$ cat src/rtl/pic_prio.sv
// pic_prio - fixed-priority, nesting interrupt controller for the internal CPU bus.
//
// Accepts NUM_IRQ edge-triggered request lines. IRQ0 has the highest priority.
// Provides a mask register (IMR), a request register (IRR) and an in-service
// register (ISR). Software can end an interrupt with a non-specific or a
// specific EOI. The vector is delivered over a two-cycle INTA sequence.
//
// Optional feature: define PIC_AUTO_EOI_EN to make the second INTA clear the
// in-service bit of the line it acknowledges (automatic EOI).
//
// Ports:
//   iClk     system clock
//   iRstN    asynchronous active-low reset
//   iIrq     raw request lines, asynchronous to iClk
//   iAddr    CPU address
//   iData    CPU write data
//   iWr      IO write strobe, one-cycle pulse
//   iRd      IO read strobe, one-cycle pulse
//   iIntAck  INTA bus-cycle strobe, one pulse per INTA cycle
//   oInt     registered interrupt request to the CPU
//   oSel     selects oData onto the CPU read-data mux
//   oData    read data or interrupt vector

module pic_prio #(
  parameter int          NUM_IRQ  = 8,
  parameter logic [7:0]  VEC_BASE = 8'h08,
  parameter logic [19:0] IO_BASE  = 20'h00020
) (
  input  logic               iClk,
  input  logic               iRstN,
  input  logic [NUM_IRQ-1:0] iIrq,
  input  logic [19:0]        iAddr,
  input  logic [7:0]         iData,
  input  logic               iWr,
  input  logic               iRd,
  input  logic               iIntAck,
  output logic               oInt,
  output logic               oSel,
  output logic [7:0]         oData
);

  typedef enum logic {IDLE, ACK2} state_t;

  localparam logic [19:0] ADDR_MASK = IO_BASE + 20'd1;
  localparam logic [2:0]  LAST_IRQ  = 3'(NUM_IRQ - 1);

  state_t             r_state;
  logic [2:0]         r_winner;
  logic               r_spur;
  logic               r_int;
  logic [NUM_IRQ-1:0] r_sync1, r_sync2, r_syncPrev;
  logic [NUM_IRQ-1:0] r_irr, r_isr, r_imr;
  logic               r_rdIsr;
  logic               r_sel;
  logic [7:0]         r_data;

  logic [NUM_IRQ-1:0] w_edge, w_pend;
  logic [NUM_IRQ-1:0] w_irrClr, w_isrClr, w_isrSet;
  logic               w_candValid, w_isrAny, w_intReq;
  logic [2:0]         w_cand, w_isrTop, w_winnerNext, w_vecIdx;
  logic               w_selCmd, w_selMask, w_wrCmd, w_wrMask;
  logic               w_nsEoi, w_sEoi, w_ack1, w_ack2;
  logic [7:0]         w_vec, w_irr8, w_isr8, w_imr8, w_rdData;

  assign w_edge = r_sync2 & ~r_syncPrev;
  assign w_pend = r_irr & ~r_imr;

  // Lowest-index eligible request, and lowest-index line currently in service.
  always_comb begin
    w_candValid = 1'b0;
    w_cand      = 3'd0;
    w_isrAny    = 1'b0;
    w_isrTop    = 3'd0;
    for (int i = NUM_IRQ - 1; i >= 0; i--) begin
      if (w_pend[i]) begin
        w_candValid = 1'b1;
        w_cand      = 3'(i);
      end
      if (r_isr[i]) begin
        w_isrAny = 1'b1;
        w_isrTop = 3'(i);
      end
    end
  end

  assign w_intReq     = w_candValid && (!w_isrAny || (w_cand < w_isrTop));
  assign w_winnerNext = w_candValid ? w_cand : LAST_IRQ;

  assign w_selCmd  = (iAddr == IO_BASE);
  assign w_selMask = (iAddr == ADDR_MASK);
  assign w_wrCmd   = iWr && w_selCmd;
  assign w_wrMask  = iWr && w_selMask;
  assign w_nsEoi   = w_wrCmd && (iData == 8'h20) && w_isrAny;
  assign w_sEoi    = w_wrCmd && (iData[7:3] == 5'b01100) && (int'(iData[2:0]) < NUM_IRQ);
  assign w_ack1    = iIntAck && (r_state == IDLE);
  assign w_ack2    = iIntAck && (r_state == ACK2);

  // Per-line set/clear masks; built with compares so the index width never
  // has to match a narrow NUM_IRQ.
  always_comb begin
    w_irrClr = '0;
    w_isrClr = '0;
    w_isrSet = '0;
    for (int i = 0; i < NUM_IRQ; i++) begin
      if (w_ack1 && w_candValid && (w_cand == 3'(i))) begin
        w_irrClr[i] = 1'b1;
        w_isrSet[i] = 1'b1;
      end
      if (w_nsEoi && (w_isrTop == 3'(i))) w_isrClr[i] = 1'b1;
      if (w_sEoi && (iData[2:0] == 3'(i))) w_isrClr[i] = 1'b1;
`ifdef PIC_AUTO_EOI_EN
      if (w_ack2 && !r_spur && (r_winner == 3'(i))) w_isrClr[i] = 1'b1;
`endif
    end
  end

  // Two-flop synchronizer plus the previous-value flop for edge detection.
  always_ff @(posedge iClk or negedge iRstN) begin
    if (!iRstN) begin
      r_sync1    <= '0;
      r_sync2    <= '0;
      r_syncPrev <= '0;
    end else begin
      r_sync1    <= iIrq;
      r_sync2    <= r_sync1;
      r_syncPrev <= r_sync2;
    end
  end

  // A new edge beats the acknowledge clear on the same line. EOI clears are
  // applied before the acknowledge sets the in-service bit.
  always_ff @(posedge iClk or negedge iRstN) begin
    if (!iRstN) begin
      r_irr   <= '0;
      r_isr   <= '0;
      r_imr   <= '1;
      r_rdIsr <= 1'b0;
    end else begin
      r_irr <= (r_irr & ~w_irrClr) | w_edge;
      r_isr <= (r_isr & ~w_isrClr) | w_isrSet;
      if (w_wrMask) r_imr <= iData[NUM_IRQ-1:0];
      if (w_wrCmd && (iData == 8'h0A)) r_rdIsr <= 1'b0;
      if (w_wrCmd && (iData == 8'h0B)) r_rdIsr <= 1'b1;
    end
  end

  // INTA sequencer. The winner is frozen on the first INTA; with nothing
  // eligible the sequence is spurious and returns the lowest-priority vector.
  always_ff @(posedge iClk or negedge iRstN) begin
    if (!iRstN) begin
      r_state  <= IDLE;
      r_winner <= 3'd0;
      r_spur   <= 1'b0;
      r_int    <= 1'b0;
    end else begin
      case (r_state)
        IDLE: begin
          if (iIntAck) begin
            r_state  <= ACK2;
            r_winner <= w_winnerNext;
            r_spur   <= !w_candValid;
            r_int    <= 1'b0;
          end else begin
            r_int <= w_intReq;
          end
        end
        ACK2: begin
          r_int <= 1'b0;
          if (iIntAck) r_state <= IDLE;
        end
        default: begin
          r_state <= IDLE;
          r_int   <= 1'b0;
        end
      endcase
    end
  end

  assign w_vecIdx = (r_state == IDLE) ? w_winnerNext : r_winner;
  assign w_vec    = VEC_BASE + {5'd0, w_vecIdx};

  always_comb begin
    w_irr8 = '0;
    w_isr8 = '0;
    w_imr8 = '0;
    w_irr8[NUM_IRQ-1:0] = r_irr;
    w_isr8[NUM_IRQ-1:0] = r_isr;
    w_imr8[NUM_IRQ-1:0] = r_imr;
    w_rdData = w_selMask ? w_imr8 : (r_rdIsr ? w_isr8 : w_irr8);
  end

  // Bus output holds until the next strobe; a non-matching strobe clears it.
  always_ff @(posedge iClk or negedge iRstN) begin
    if (!iRstN) begin
      r_sel  <= 1'b0;
      r_data <= 8'h00;
    end else if (iIntAck) begin
      r_sel  <= 1'b1;
      r_data <= w_vec;
    end else if (iRd && (w_selCmd || w_selMask)) begin
      r_sel  <= 1'b1;
      r_data <= w_rdData;
    end else if (iRd || iWr) begin
      r_sel  <= 1'b0;
      r_data <= 8'h00;
    end
  end

  assign oInt  = r_int;
  assign oSel  = r_sel;
  assign oData = r_data;

endmodule

$ cat config.mk
export PLATFORM = sky130hd
export DESIGN_NAME = pic_prio
export DESIGN_NICKNAME = d
export VERILOG_FILES = /design/src/rtl/pic_prio.sv
export SDC_FILE = /design/constraint.sdc
export NUM_CORES = 1
export LEC_CHECK = 0
export CAP_MARGIN = 20
export CORE_UTILIZATION = 30
export CTS_CLUSTER_SIZE = 14
export DETAILED_ROUTE_END_ITERATION = 8
export DONT_BUFFER_PORTS = 1
export GPL_ROUTABILITY_DRIVEN = 0
export HOLD_SLACK_MARGIN = 0.03
export SETUP_SLACK_MARGIN = 0.02
export SYNTH_ARGS = -nofsm -noshare
export SYNTH_HDL_FRONTEND = slang
export SYNTH_SLANG_ARGS = --single-unit
$ cat constraint.sdc
create_clock -name iClk -period 2.6 [get_ports iClk]
set_input_delay 0.39 -clock iClk [delete_from_list [all_inputs] [get_ports iClk]]
set_output_delay 0.39 -clock iClk [all_outputs]
set_load 0.05 [all_outputs]
# ---- Word-level counts from Yosys, hierarchy flattened
# Cells that the tools add are included.
dict set report totals {
  regBits 63
  elab_cells 170
}
dict set report op_classes {
  addsub 1
  magnitude_cmp 1
  eq_ne 27
  muxes 73
  n_bitwise 11
  n_reduce_logical 45
}
# cell count
set ops {}
lappend ops {{$mux W3} 18}
lappend ops {{$mux W1} 48}
lappend ops {{$eq A20 B6 Y1 const B} 2}
lappend ops {{$mux W8} 5}
lappend ops {{$eq A3 B3 Y1 const B} 12}
lappend ops {{$logic_and A1 B1 Y1} 35}
lappend ops {{$and A8 B8 Y8} 4}
lappend ops {{$not A8 Y8} 4}
lappend ops {{$eq A3 B2 Y1 const B} 6}
lappend ops {{$eq A8 B4 Y1 const B} 2}
lappend ops {{$or A8 B8 Y8} 2}
lappend ops {{$eq A3 B1 Y1 const B} 3}
lappend ops {{$logic_not A3 Y1} 3}
lappend ops {{$eq A8 B6 Y1 const B} 1}
lappend ops {{$add A4 B3 Y5 const A} 1}
lappend ops {{$eq A5 B4 Y1 const B} 1}
lappend ops {{$pmux W1 S2} 2}
lappend ops {{$logic_or A1 B1 Y1} 3}
lappend ops {{$lt A3 B3 Y1} 1}
lappend ops {{$reduce_bool A3 Y1} 1}
lappend ops {{$reduce_and A2 Y1} 1}
lappend ops {{$reduce_bool A2 Y1} 1}
lappend ops {{$logic_not A1 Y1} 1}
lappend ops {{$not A1 Y1} 1}

# ---- Depth between registers and ports, before layout
dict set report depth {
  depth_word 16
  ltp_mapped 8
  mapped_depth_nobuf 8
}

# ---- Least setup slack after synthesis
# OpenSTA, ideal clock, no wires.
dict set report synth_timing {
  path_kind {reg-to-reg}
  start {register r_imr[4]}
  end {register r_int, in the netlist oInt}
  t_arrival_ns 1.592
  path_slack_ns 0.890
  stages_incl_launch_ff 9
  path_buffers 0
  period_less_slack_ns 1.710
  path_cell_list {dfstp_2 > nand2b_1 > nand2_1 > nor3_1 > nor2_1 > ha_1 > o21a_1 > o22ai_1 > o21a_1}
}
dict set report synth_between {
  elab_chain_len 12
  word_cells_on_any_way 17
  classes_between {1 x order compare; 12 x mux; 2 x bitwise; 2 x reduce/logical}
}
# item line
set synth_rtl {}
lappend synth_rtl {{start, declared} 52} ;# logic [NUM_IRQ-1:0] r_irr, r_isr, r_imr;
lappend synth_rtl {{start signal, assigned} 141} ;# if (w_wrMask) r_imr <= iData[NUM_IRQ-1:0];
lappend synth_rtl {{$not A8 Y8 *} 66} ;# assign w_pend = r_irr & ~r_imr;
lappend synth_rtl {{$and A8 B8 Y8 *} 66}
lappend synth_rtl {{$mux W3 (5 in series)} 75} ;# if (w_pend[i]) begin
lappend synth_rtl {{$lt A3 B3 Y1} 86} ;# assign w_intReq = w_candValid && (!w_isrAny || (w_cand < w_isrTop));
lappend synth_rtl {{$logic_or A1 B1 Y1} 86}
lappend synth_rtl {{$logic_and A1 B1 Y1 *} 86}
lappend synth_rtl {{$mux W1 *} 158} ;# if (iIntAck) begin
lappend synth_rtl {{$pmux W1 S2 *} 156} ;# case (r_state)
lappend synth_rtl {{end signal, assigned} 164} ;# r_int <= w_intReq;
lappend synth_rtl {{end, declared} 50} ;# logic r_int;
# Mark *: on every way between the ends. The rest lies on a longest branch, timed or not.
# A chain may end at the register's enable or synchronous reset.

# ---- Worst setup path in the final report
dict set report layout_timing {
  start {register r_irr[6]}
  end {register r_int, in the netlist oInt}
}
dict set report layout_between {
  elab_chain_len 13
  word_cells_on_any_way 20
  classes_between {1 x order compare; 16 x mux; 1 x bitwise; 2 x reduce/logical}
}
# item line
set layout_rtl {}
lappend layout_rtl {{start, declared} 52}
lappend layout_rtl {{start signal, assigned} 139} ;# r_irr <= (r_irr & ~w_irrClr) | w_edge;
lappend layout_rtl {{$and A8 B8 Y8 *} 66}
lappend layout_rtl {{$mux W3 (7 in series)} 75}
lappend layout_rtl {{$lt A3 B3 Y1} 86}
lappend layout_rtl {{$logic_or A1 B1 Y1} 86}
lappend layout_rtl {{$logic_and A1 B1 Y1 *} 86}
lappend layout_rtl {{$mux W1 *} 158}
lappend layout_rtl {{$pmux W1 S2 *} 156}
# Marks and branches as above.

==> results.json <==
{
  "final_common_cell": "dfrtp_1",
  "status": "complete, no violations",
  "dieHeight_um": 102,
  "arrival_ps": 2210,
  "switching_share": 0.290,
  "track_usage": 0.149,
  "cap_violations": 0,
  "min_period_ps": 1930,
  "slew_headroom": 0.526,
  "cts_resized": 0,
  "multi_input_area_sq_um": 1290,
  "most-common-layout-cells": "dfrtp_1 (55), o21ai_0 (23), nand2_1 (22)",
  "slowest_stage": "nor2b_1",
  "cts_buffer_depth": 2,
  "path_buf_inv": 0,
  "async_flop_share": 1.00,
  "timing.final.crit_share": 0.742,
  "yosysSeqAreaShare": 0.533,
  "postRouteAntennaNets": 0,
  "end_kind": "flip-flop",
  "nets": 328,
  "ys_seq_elements": 63,
  "nFillCells": 936,
  "yosysTopAreaCellShare": 0.463,
  "drive_gt1_frac": 0.163,
  "syn_inst": 276,
  "fmax_mhz": 519,
  "comb_power_share": 0.133,
  "grt-ovfl-total": 0,
  "root_buffer": "clkbuf_8",
  "ios": 51,
  "routedWlPerCell_um": 17.0,
  "dieArea_sq_um": 10300,
  "power.leakage_nw": 1.38,
  "slew_violations": 0,
  "netSwitchingPower_uw": 681,
  "synthTopCellsByArea": "dfrtp_1 (46%), dfstp_2 (7.1%), o21ai_0 (3.9%), mux2_2 (3.4%), nand2_1 (2.8%)",
  "path_class": "reg -> reg",
  "cp_max_fo": 4,
  "path_delay_family": "compound AO/OA/AOI/OAI gates",
  "via_count": 2196,
  "tightest_slew_ps": 705,
  "startpoint_type": "flip-flop",
  "drt-vias-per-instance": 5.25,
  "syn-num-nets": 320,
  "synthToLayoutAreaGrowth_pct": 12.1,
  "dp_cells": 400,
  "antenna_found_initial": 0,
  "grt_pass1_wl_um": 11300,
  "core_area_sq_um": 9420,
  "floorplan.rows": 35,
  "dpl.hpwl_um": 5330,
  "finalHoldViolCount": 0,
  "cp_cell_sequence": "nor2b_1 -> o211ai_1 -> a31oi_1 -> ha_1 -> o21a_1 -> o22ai_1 -> o21a_1",
  "routed_wl_um": 7100,
  "ir_drop_v": 0.000276,
  "power_frac_seq": 0.513,
  "firstDrtPassIters": 4,
  "final-instance-count-excl-fill": 418,
  "seq_area_sq_um": 1590,
  "drc": 0,
  "yosysUniqueCellTypes": 59,
  "numCtsBuffers": 9,
  "clk_transition_reported_paths_ps": 70,
  "synth-warning-count": 0,
  "finalSetupTns_ps": 0,
  "drtIter0Drc": 213,
  "synth_area_per_cell_sq_um": 10.8,
  "grt_pass1_vias": 2162,
  "crit_top_cell": "o21a_1",
  "synth_ff_type": "dfrtp_1",
  "crit_required_ps": 2880,
  "grt_start_max_net_pins": 64,
  "rsz0062_at_grt": "false",
  "insertion_delay_ps": 340,
  "h-tree-depth": 3,
  "yosys.area.top_type": "dfrtp_1",
  "hp-class": "in -> reg",
  "port_buffers": 0,
  "p_per_area_nw_per_um2": 704,
  "syn_area_sq_um": 2980,
  "pwr-share-clk": 0.354,
  "max_stage_delay_ps": 360,
  "cts_tree": "done",
  "fp.dieW_um": 102,
  "initial_utilization": 0.316,
  "fin_skew_ps": 9.35,
  "diodes": 0,
  "internal_power_mw": 1.67,
  "synth_edf_count": 0,
  "clock_sink_count": 63,
  "setup_violations": 0
}
## synthesized netlist by cell type (2+ instances only)
cell and count:
dfrtp_1 55, o21ai_0 23, nand2_1 22, nor2_1 21, inv_1 17, nand2b_1 10
mux2_2 9, dfstp_2 8, mux2i_1 8, nor4_1 7, nand3_1 6, nand4_1 5
nor2b_1 5, nor3_1 5, a22o_1 4, nand3b_1 4, o211ai_1 4, o22ai_1 4
a21oi_1 3, ha_1 3, nand4b_1 3, o41ai_1 3, a31o_2 2, buf_2 2
mux2_1 2, nand2_2 2, nor3_2 2, nor3b_1 2, o21a_1 2, o21bai_1 2
o311ai_0 2, or3_1 2
## sequential cells by signal (all words and copies together) (netlist names)
signal	flops
r_sync2	8
r_isr	8
r_irr	8
oSel	1
r_rdIsr	1
r_winner	3
oData	8
r_sync1	8
oInt	1
r_syncPrev	8
r_imr	8
r_state	1
## final cells by class
cell class,instances,area share
Inverter,17,0.0191
Sequential cell,63,0.476
Timing Repair Buffer,3,0.0135
Clock inverter,3,0.0128
Clock buffer,13,0.0446
Tap cell,129,0.0484
Multi-Input combinational cell,190,0.386
## what timing repair did
action                                 in CTS  in global routing
hold buffers                                2                  0
endpoints found under the hold margin      63                  0
setup buffers                               0                  0
## logic make-up (layout without fill, tap and decap cells)
| kind of cell | count (synthesis) | count (layout) | synth area share |
|---|---|---|---|
| adders and majority gates | 3 | 3 | 0.0126 |
| AOI/OAI and AO/OA | 60 | 60 | 0.135 |
| and+or+nand+nor | 108 | 108 | 0.217 |
| buffers and inverters | 23 | 36 | 0.0341 |
| muxes | 19 | 19 | 0.0685 |
| DFF | 63 | 63 | 0.533 |
## worst reg2reg max path: cells and delay by family (launching register included)
kind | cells | cell delay, ps
flops | 1 | 340
fa+ha+maj | 1 | 270
simple gates | 1 | 360
compound gates | 5 | 890
## final timing paths
check	startpoint	to	slack [ps]	depth (start not counted)
max in group asynchronous	iRstN	r_imr[7]$_DFFE_PN1P_	1720	2
setup reg to reg	r_irr[6]$_DFF_PN0_	oInt$_DFF_PN0_	670	7
setup / recovery	r_irr[6]$_DFF_PN0_	oInt$_DFF_PN0_	670	7
hold reg to reg	r_sync1[0]$_DFF_PN0_	r_sync2[0]$_DFF_PN0_	340	0
min in group asynchronous	iRstN	r_sync1[6]$_DFF_PN0_	560	2
hold / removal	iIrq[6]	r_sync1[6]$_DFF_PN0_	70	0
## stage by stage
| step | hold slack (ps) | area, sq um | total power, mW | util | worst slack (ps) |
|---|---|---|---|---|---|
| 6_report | 68.1 | 3340 | 2.35 | 0.354 | 672 |
| 5_1_grt | 50.2 | 3340 | 2.47 | 0.354 | 451 |
| 4_1_cts | 60.3 | 3340 | 2.38 | 0.354 | 655 |
| 3_5_place_dp | 96.7 | 3110 | 1.51 | 0.330 | 538 |
| 3_3_place_gp | 96.9 | 3110 | 1.50 | 0.330 | 558 |
| 2_1_floorplan | 94.4 | 2980 | 1.43 | - | 890 |
## power by group through the flow
| stage | clock (mW) | combinational (mW) | sequential (mW) |
|---|---|---|---|
| after floorplan | 0 | 0.235 | 1.20 |
| after global placement | 0 | 0.279 | 1.22 |
| after detailed placement | 0 | 0.287 | 1.22 |
| after CTS | 0.855 | 0.316 | 1.21 |
| after global routing | 0.893 | 0.355 | 1.22 |
| final | 0.832 | 0.311 | 1.20 |
## layer usage
layer / track usage / wire length [um]
met5: 0 / 0
met2: 0.225 / 3260
met3: 0.0524 / 737
met1: 0.197 / 3040
met4: 0.0580 / 68
(Power assumes the default switching activity.)
